### src/rtl/pipe_pkg.sv
// Shared definitions for the pipe_stage_buffer slice: occupancy state
// encoding, default widths and small state-decode helpers.
package pipe_pkg;

    // Default widths used when an instantiator does not override them.
    localparam int PS_DATA_W_DEF = 32;
    localparam int PS_CNT_W_DEF  = 16;

    // Occupancy of the stage: nothing held, main slot held, main + skid held.
    typedef enum logic [1:0] {
        PS_EMPTY = 2'd0,
        PS_HALF  = 2'd1,
        PS_FULL  = 2'd2
    } ps_state_t;

    // True when the stage presents an entry downstream.
    function automatic logic ps_has_entry(input ps_state_t s);
        return (s != PS_EMPTY);
    endfunction

    // True when the stage still has a free slot (skid build only).
    function automatic logic ps_has_room(input ps_state_t s);
        return (s != PS_FULL);
    endfunction

endpackage : pipe_pkg

### src/rtl/pipe_stage_buffer_if.sv
// Valid/ready handshake bundle around one pipeline stage: the upstream
// (in_*) and downstream (out_*) sides travel together.
// slave  : the stage buffer's view.
// master : the surrounding pipeline's view (drives in_* and out_ready).
interface pipe_stage_buffer_if
    import pipe_pkg::*;
#(
    parameter int DATA_W = PS_DATA_W_DEF
);
    logic              in_valid;
    logic              in_ready;
    logic [DATA_W-1:0] in_data;
    logic              out_valid;
    logic              out_ready;
    logic [DATA_W-1:0] out_data;

    modport slave (
        input  in_valid,
        input  in_data,
        input  out_ready,
        output in_ready,
        output out_valid,
        output out_data
    );

    modport master (
        output in_valid,
        output in_data,
        output out_ready,
        input  in_ready,
        input  out_valid,
        input  out_data
    );
endinterface : pipe_stage_buffer_if

### src/rtl/pipe_stage_buffer_sat_counter.sv
// Saturating up-counter with synchronous clear. Holds at all-ones instead
// of wrapping so a long stall never reads back as a short one.
module sat_counter #(
    parameter int CNT_W = 16
) (
    input  logic             Clk,
    input  logic             clr,
    input  logic             inc,
    output logic [CNT_W-1:0] cnt
);
    logic [CNT_W-1:0] cnt_q;
    logic [CNT_W-1:0] cnt_d;

    // Next count: step by one unless already at the ceiling.
    always_comb begin
        cnt_d = cnt_q;
        if (inc && !(&cnt_q)) begin
            cnt_d = cnt_q + CNT_W'(1);
        end
    end

    // Count register; clear wins over increment.
    always_ff @(posedge Clk) begin
        if (clr) begin
            cnt_q <= '0;
        end else begin
            cnt_q <= cnt_d;
        end
    end

    assign cnt = cnt_q;

endmodule : sat_counter

### src/rtl/pipe_stage_buffer.sv
// Reusable inter-stage register with valid/ready handshake, synchronous
// flush and a saturating stall counter.
// Build option: define PIPE_STAGE_SKID_EN to add a second (skid) slot so
// in_ready becomes a pure register decode with no path from out_ready.
// Without it the stage holds one entry and in_ready = out_ready | !out_valid.
module pipe_stage_buffer
    import pipe_pkg::*;
#(
    parameter int DATA_W     = PS_DATA_W_DEF,
    parameter bit CLEAR_DATA = 1'b1,
    parameter int CNT_W      = PS_CNT_W_DEF
) (
    input  logic               Clk,
    input  logic               Rst,
    input  logic               flush,
    pipe_stage_buffer_if.slave bus,
    output logic [CNT_W-1:0]   stall_cnt
);

    ps_state_t         state_q;
    ps_state_t         state_d;
    logic [DATA_W-1:0] main_q;
    logic [DATA_W-1:0] main_d;
    logic              out_valid_q;
    logic              in_ready_int;
    logic              accept;
    logic              emit;

`ifdef PIPE_STAGE_SKID_EN
    logic [DATA_W-1:0] skid_q;
    logic [DATA_W-1:0] skid_d;
    logic              in_ready_q;

    // in_ready comes straight from a flop so upstream never sees out_ready.
    assign in_ready_int = in_ready_q;
`else
    // Single slot: room exists if empty or the held entry leaves this cycle.
    assign in_ready_int = bus.out_ready | ~out_valid_q;
`endif

    assign accept        = bus.in_valid & in_ready_int;
    assign emit          = out_valid_q & bus.out_ready;
    assign bus.in_ready  = in_ready_int;
    assign bus.out_valid = out_valid_q;
    assign bus.out_data  = main_q;

    // Occupancy / payload next-state: flush first, then the handshake moves.
    always_comb begin
        state_d = state_q;
        main_d  = main_q;
`ifdef PIPE_STAGE_SKID_EN
        skid_d  = skid_q;
`endif
        if (flush) begin
            // Squash everything; a same-cycle accept is dropped and a
            // same-cycle emit is simply considered consumed downstream.
            state_d = PS_EMPTY;
            if (CLEAR_DATA) begin
                main_d = '0;
`ifdef PIPE_STAGE_SKID_EN
                skid_d = '0;
`endif
            end
        end else begin
            case (state_q)
                PS_EMPTY: begin
                    if (accept) begin
                        state_d = PS_HALF;
                        main_d  = bus.in_data;
                    end
                end
                PS_HALF: begin
                    if (accept && emit) begin
                        // Pass-through: the new entry replaces the departing one.
                        main_d = bus.in_data;
                    end else if (emit) begin
                        state_d = PS_EMPTY;
                    end else if (accept) begin
`ifdef PIPE_STAGE_SKID_EN
                        // Downstream stalled but upstream still pushed:
                        // park the newcomer behind the held entry.
                        state_d = PS_FULL;
                        skid_d  = bus.in_data;
`else
                        // Unreachable: in_ready is low whenever HALF and not
                        // emitting. Hold so nothing is overwritten.
                        state_d = PS_HALF;
`endif
                    end
                end
`ifdef PIPE_STAGE_SKID_EN
                PS_FULL: begin
                    // in_ready is low here, so only the drain can happen.
                    if (emit) begin
                        state_d = PS_HALF;
                        main_d  = skid_q;
                    end
                end
`endif
                default: begin
                    state_d = PS_EMPTY;
                end
            endcase
        end
    end

    // State, payload and registered handshake outputs.
    always_ff @(posedge Clk) begin
        if (Rst) begin
            state_q     <= PS_EMPTY;
            out_valid_q <= 1'b0;
            if (CLEAR_DATA) begin
                main_q <= '0;
            end
        end else begin
            state_q     <= state_d;
            out_valid_q <= ps_has_entry(state_d);
            main_q      <= main_d;
        end
    end

`ifdef PIPE_STAGE_SKID_EN
    // Skid slot and the registered decode of "not FULL" used as in_ready.
    always_ff @(posedge Clk) begin
        if (Rst) begin
            in_ready_q <= 1'b1;
            if (CLEAR_DATA) begin
                skid_q <= '0;
            end
        end else begin
            in_ready_q <= ps_has_room(state_d);
            skid_q     <= skid_d;
        end
    end
`endif

    // Stall cycles: valid data offered but not taken. Flush does not clear it.
    sat_counter #(
        .CNT_W (CNT_W)
    ) u_stall_cnt (
        .Clk (Clk),
        .clr (Rst),
        .inc (out_valid_q & ~bus.out_ready),
        .cnt (stall_cnt)
    );

endmodule : pipe_stage_buffer

### src/flat_wrapper.sv
// flat-port wrapper written by rule: the top's interface ports become plain ports
module pipe_stage_buffer_flat import pipe_pkg::*;
#(
    parameter int DATA_W     = PS_DATA_W_DEF,
    parameter bit CLEAR_DATA = 1'b1,
    parameter int CNT_W      = PS_CNT_W_DEF
)
  (Clk, Rst, flush, stall_cnt, bus_in_valid, bus_in_data, bus_out_ready, bus_in_ready, bus_out_valid, bus_out_data);
  pipe_stage_buffer_if #(.DATA_W(DATA_W)) bus_i ();
  input  logic Clk;
  input  logic Rst;
  input  logic flush;
  output logic [CNT_W-1:0] stall_cnt;
  input wire logic [$bits(bus_i.in_valid)-1:0] bus_in_valid;
  input wire logic [$bits(bus_i.in_data)-1:0] bus_in_data;
  input wire logic [$bits(bus_i.out_ready)-1:0] bus_out_ready;
  output wire logic [$bits(bus_i.in_ready)-1:0] bus_in_ready;
  output wire logic [$bits(bus_i.out_valid)-1:0] bus_out_valid;
  output wire logic [$bits(bus_i.out_data)-1:0] bus_out_data;
  assign bus_i.in_valid = bus_in_valid;
  assign bus_i.in_data = bus_in_data;
  assign bus_i.out_ready = bus_out_ready;
  assign bus_in_ready = bus_i.in_ready;
  assign bus_out_valid = bus_i.out_valid;
  assign bus_out_data = bus_i.out_data;
  pipe_stage_buffer #(.DATA_W(DATA_W), .CLEAR_DATA(CLEAR_DATA), .CNT_W(CNT_W)) u_core (.Clk(Clk), .Rst(Rst), .flush(flush), .bus(bus_i), .stall_cnt(stall_cnt));
endmodule
### config.mk
export PLATFORM = sky130hd
export DESIGN_NAME = pipe_stage_buffer_flat
export DESIGN_NICKNAME = d
export VERILOG_FILES = /design/src/rtl/pipe_pkg.sv /design/src/rtl/pipe_stage_buffer_if.sv /design/src/rtl/pipe_stage_buffer_sat_counter.sv /design/src/rtl/pipe_stage_buffer.sv /design/src/flat_wrapper.sv
export SDC_FILE = /design/constraint.sdc
export NUM_CORES = 1
export LEC_CHECK = 0
export CAP_MARGIN = 40
export CORE_ASPECT_RATIO = 1.75
export CORE_MARGIN = 2
export CORE_UTILIZATION = 40
export DETAILED_ROUTE_END_ITERATION = 8
export PLACE_DENSITY = 0.79
export SETUP_SLACK_MARGIN = 0.15
export SLEW_MARGIN = 10
export SYNTH_ARGS = -nofsm -noshare
export SYNTH_HDL_FRONTEND = slang
export SYNTH_SLANG_ARGS = --single-unit
### constraint.sdc
create_clock -name Clk -period 2.3 [get_ports Clk]
set_input_delay 0.46 -clock Clk [delete_from_list [all_inputs] [get_ports Clk]]
set_output_delay 0.46 -clock Clk [all_outputs]
set_load 0.01 [all_outputs]
# --- Word level (Yosys, flattened, before mapping) ---
# Cells that the tools add are included.
classes:
  reduce_logical: 9
  mux: 8
  eq_ne: 3
  bitwise: 6
  addsub: 1
ops:
  columns: ["operator", "count"]
  rows:
  - ["32-bit two-way mux", 2]
  - ["32-bit one-hot mux with 2 select lines", 1]
  - ["16-bit by 1-bit adder with 16-bit output (second input constant)", 1]
  - ["16-bit AND reduction", 1]
  - ["2-bit two-way mux", 4]
  - ["2-bit by 1-bit != test with 1-bit output (second input constant)", 2]
  - ["2-bit one-hot mux with 2 select lines", 1]
  - ["2-bit nonzero test", 2]
  - ["1-bit AND", 3]
  - ["3-bit AND reduction", 1]
  - ["2-bit by 1-bit == test with 1-bit output (second input constant)", 1]
  - ["1-bit logical AND", 2]
  - ["2-bit zero test", 1]
  - ["1-bit NOT", 2]
  - ["2-bit OR reduction", 1]
  - ["1-bit zero test", 1]
  - ["1-bit bitwise OR", 1]
totals:
  reg_bits: 51
  elab_cells: 31
  in_bits: 37
  output_inout_bits: 50

# --- Longest topological paths before layout ---
logic_depth:
  ltp_word: 9
  ltp_mapped: 7
  ltp_nobuf: 5

# --- Modules after synthesis ---
# A second synthesis with hierarchy kept.
unflattened:
  cells_unflattened: 249
  hier_area_um2: 2265.9
by_module_without_submodules:
  columns: ["module", "seq_area_each_um2", "instances", "area_per_inst_um2", "cells_each"]
  rows:
  - ["pipe_stage_buffer", 700.7, 1, 1432.6, 153]
  - ["sat_counter", 320.3, 1, 833.3, 96]

# --- Least setup slack after synthesis ---
# No wires, ideal clock.
synth_timing:
  path_kind: "flip-flop to flip-flop"
  startpoint: "reg u_core.u_stall_cnt.cnt_q[0], in the netlist u_core.u_stall_cnt.cnt[0]"
  endpoint: "reg u_core.u_stall_cnt.cnt_q[6], in the netlist u_core.u_stall_cnt.cnt[6]"
  arrival_ns: 1.522
  required_ns: 2.179
  n_path_buf: 0
  path_slack_ns: 0.657
  stages_incl_launch_ff: 5
  period_less_slack_ns: 1.643
  setup_time_ns: 0.121
  path_cell_list: "dfxtp_1 > ha_1 > nand4_2 > nor4b_1 > mux2_2"
synth_via:
  elab_chain_len: 3
  word_cells_on_any_way: 4
  cone_classes: "1 x add/sub; 3 x reduce/logical"
synth_rtl:
  columns: ["element", "line", "rtl"]
  rows:
  - ["start, declared", "pipe_stage_buffer_sat_counter.sv:11", "logic [CNT_W-1:0] cnt_q;"]
  - ["start signal, assigned", "pipe_stage_buffer_sat_counter.sv:27", "cnt_q <= cnt_d;"]
  - ["branches (longest 3 deep; another with 16-bit by 1-bit adder with 16-bit output)", null, null]
# Parallel ways; which one is timed is not known.
# A chain may end at the register's enable or synchronous reset.

# --- Worst setup path after layout ---
layout_timing:
  startpoint: "reg u_core.out_valid_q, in the netlist u_core.bus.out_valid"
  endpoint: "out bus_in_ready"
layout_via:
  elab_chain_len: 2
layout_rtl:
  columns: ["element", "line", "rtl"]
  rows:
  - ["start, declared", "pipe_stage_buffer.sv:24", "logic out_valid_q;"]
  - ["start signal, assigned", "pipe_stage_buffer.sv:117", "out_valid_q <= ps_has_entry(state_d);"]
  - ["1-bit NOT", "pipe_stage_buffer.sv:38", "assign in_ready_int = bus.out_ready | ~out_valid_q;"]
  - ["1-bit bitwise OR", "pipe_stage_buffer.sv:38", null]
  - ["end, declared", "flat_wrapper.sv:17", "output wire logic [$bits(bus_i.in_ready)-1:0] bus_in_ready;"]
# Every way passes these cells.

==> flow_summary.yaml <==
run_status:
  status: "finished, final reports clean"
global_routing:
  grt_overflow_total: 0
  grt_pass1_vias: 2005
  antenna_found_initial: 0
  grt.total_usage: 0.197
  grt_pass1_wl_mm: 9.07
  grt_max_degree: 33
power:
  powerDensity_nw_per_um2: 509
  cellLeakagePower_nw: 1.08
  peakVddDrop_uv: 507
  finalPower_w: 0.00157
logic_synthesis:
  synth_compound_area_frac: 0.167
  synth_flop_cell: "dfxtp_1"
  netlist_area_um2: 2070
  synthSimpleGateAreaFrac: 0.278
  synth_fa_ha_area_frac: 0.00604
  synth-seq-area-share: 0.492
  synth_top_family_by_area: "simple AND/OR/NAND/NOR gates"
  ys_seq_elements: 51
  synth.avg_cell_area_um2: 8.43
  syn_inst: 246
  synth_xor_xnor_area_share: 0
  synth_mux_area_frac: 0.0157
  ys_types: 43
  synthArstFlopShare: 0
  synth-edff-count: 0
  synthesis.nets: 284
  synth_warnings: 0
die:
  die_area_um2: 5800
  die_height_um: 99.2
  design.core.area_um2: 4980
  die_w_um: 58.4
  row_count: 34
  start_util: 0.417
  ios: 87
critical_path:
  cp-end-kind: "output port"
  critical_path_arrival_ps: 1470
  start_kind: "register"
  worstPathCellList: "nor2b_4 > inv_2 > clkdlybuf4s50_1"
  critPathMaxStageDelay_ps: 470
  cp_max_fo: 6
  critical_path_class: "reg -> out"
  required_ps: 1840
  slowest_stage: "clkdlybuf4s50_1"
routing:
  num_vias: 2073
  drc_errors: 0
  avgViaCountPerCell: 5.37
  antenna_left: 0
  wirelength_mm: 5.38
  wl_per_cell_um: 13.9
  drt-initial-drc-count: 66
  drt_pass1_iterations: 4
sta:
  maxSlewHeadroom: 0.626
  worst_slew_pin_slew_ps: 556
  setup_viol_count_final: 0
  fin_crit_sh: 0.841
  hold_viol: 0
  max_freq_mhz: 517
  slew_violations: 0
  tns_ps: 0
  finClkSkew_ps: 4.86
  rsz0062_at_grt: "no"
  fin_crit_ps: 1930
finish:
  n_fill_cell: 438
  diodes: 0
  drive_gt1_frac: 0.0723
  nets: 369
  fin_cells: 386
  post-route-util: 0.621
  multi_input_area_um2: 971
  area_delta_synth_final_pct: 49.0
  seq_area_um2: 1020
flow_run:
  max_cap_violations: 0
placed_design:
  dp_hpwl_mm: 3.97
  io_buffer_count: 86
  gp_congestion: 0.920
  dp.cells: 378
clocking:
  cts.path.max_buffers: 2
  h-tree-depth: 2
  clkSinkCount: 51
  clk_latency_ps: 290
  cts_made_buffers: 5
  cts_setup_buffers: 0
  tritoncts: "built"
  cts_hold_buf: 0
  cts_root_buffer: "clkbuf_8"
  clk_pin_slew_ps: 90
worst_hold_path:
  hold_path.class: "reg -> reg"
[layout by cell type (no fill, tap or decap), types with 2 or more instances in the layout]
master,netlist,layout
buf_12,0,2
mux2_2,2,2
a41oi_1,2,2
clkbuf_8,0,5
o21ai_0,6,6
nand4_2,2,2
nor4_1,3,3
dfxtp_1,51,51
and4b_1,2,2
nand3_1,4,4
a2111oi_0,3,3
buf_4,0,4
nor2_1,8,8
inv_1,4,4
clkdlybuf4s50_1,0,85
nor3_1,6,6
clkbuf_1,11,2
or2_2,2,2
nor4_2,2,2
nand2_1,69,69
a21oi_1,40,40
or3_1,3,3
[cells by family (layout without fill, tap and decap cells)]
kind of cell	after synthesis	count (layout)
AOI/OAI and AO/OA	59	59
buffers and inverters	19	105
adders and majority gates	1	1
DFF	51	51
and+or+nand+nor	112	112
muxes	3	3
other	1	1
[worst max-delay path: cells and delay by family (launching register included)]
family / cells / cell delay (ps)
buf+inv: 2 / 520
flops: 1 / 420
simple gates: 1 / 230
[registers in the layout (all words and copies together) (netlist names)]
name                    flops
u_core.bus.out_data        32
u_core.bus.out_valid        1
u_core.state_q              2
u_core.u_stall_cnt.cnt     16
[cell usage after synthesis (all sizes together) (2+ instances only)]
cell type  instances  area (um^2)
nand2             69          259
dfxtp             51         1020
a21oi             40          200
clkbuf            11         41.3
nor2               8         30.0
nor3               6         30.0
nor4               6         65.1
o21ai              6         30.0
inv                5         18.8
nand3              4         20.0
nand4              4         52.6
a2111oi            3         26.3
buf                3         21.3
or3                3         18.8
a41oi              2         17.5
and4b              2         20.0
mux2               2         22.5
nor2b              2         20.0
or2                2         12.5
[repair_timing]
action | CTS | global route
endpoints found under the setup margin | 1 | 0
resized for setup | 1 | 0
endpoints found under the hold margin | 0 | 0
[worst paths after layout]
| check | cells past startpoint | from | to | slack, ps |
|---|---|---|---|---|
| setup / recovery | 3 | u_core.bus.out_valid | bus_in_ready | 370 |
| setup reg to reg | 5 | u_core.u_stall_cnt.cnt[0] | u_core.u_stall_cnt.cnt[1] | 440 |
| hold reg to reg | 1 | u_core.state_q[1] | u_core.bus.out_valid | 460 |
| hold / removal | 1 | u_core.state_q[1] | u_core.bus.out_valid | 460 |
[power by group]
part           internal, W  total, W  leakage (nW)  switching [W]
registers         0.000897  0.000905         0.413     0.00000794
logic            0.0000999  0.000172         0.626      0.0000718
clock network     0.000214  0.000496        0.0422       0.000282
[routing by layer]
metal  wire length, um  global-route usage
met1              1940               0.214
met5                 0                   0
met3               348              0.0533
met4               176              0.0859
met2              2910               0.345
[area by class of cell]
class | instances | share of cell area
Inverter | 5 | 0.00608
Clock inverter | 1 | 0.00162
Multi-Input combinational cell | 176 | 0.314
Timing Repair Buffer | 92 | 0.301
Sequential cell | 51 | 0.330
Tap cell | 54 | 0.0219
Clock buffer | 7 | 0.0247
[stage by stage]
stage          cell area [um^2]  setup slack [ps]  hold WS [ps]
2_1_floorplan              2070               657           424
3_3_place_gp               3010               132           441
3_5_place_dp               3010              47.9           447
4_1_cts                    3090               367           460
5_1_grt                    3090               240           477
6_report                   3090               366           456
Note: power is estimated with default switching activity, not from simulation.
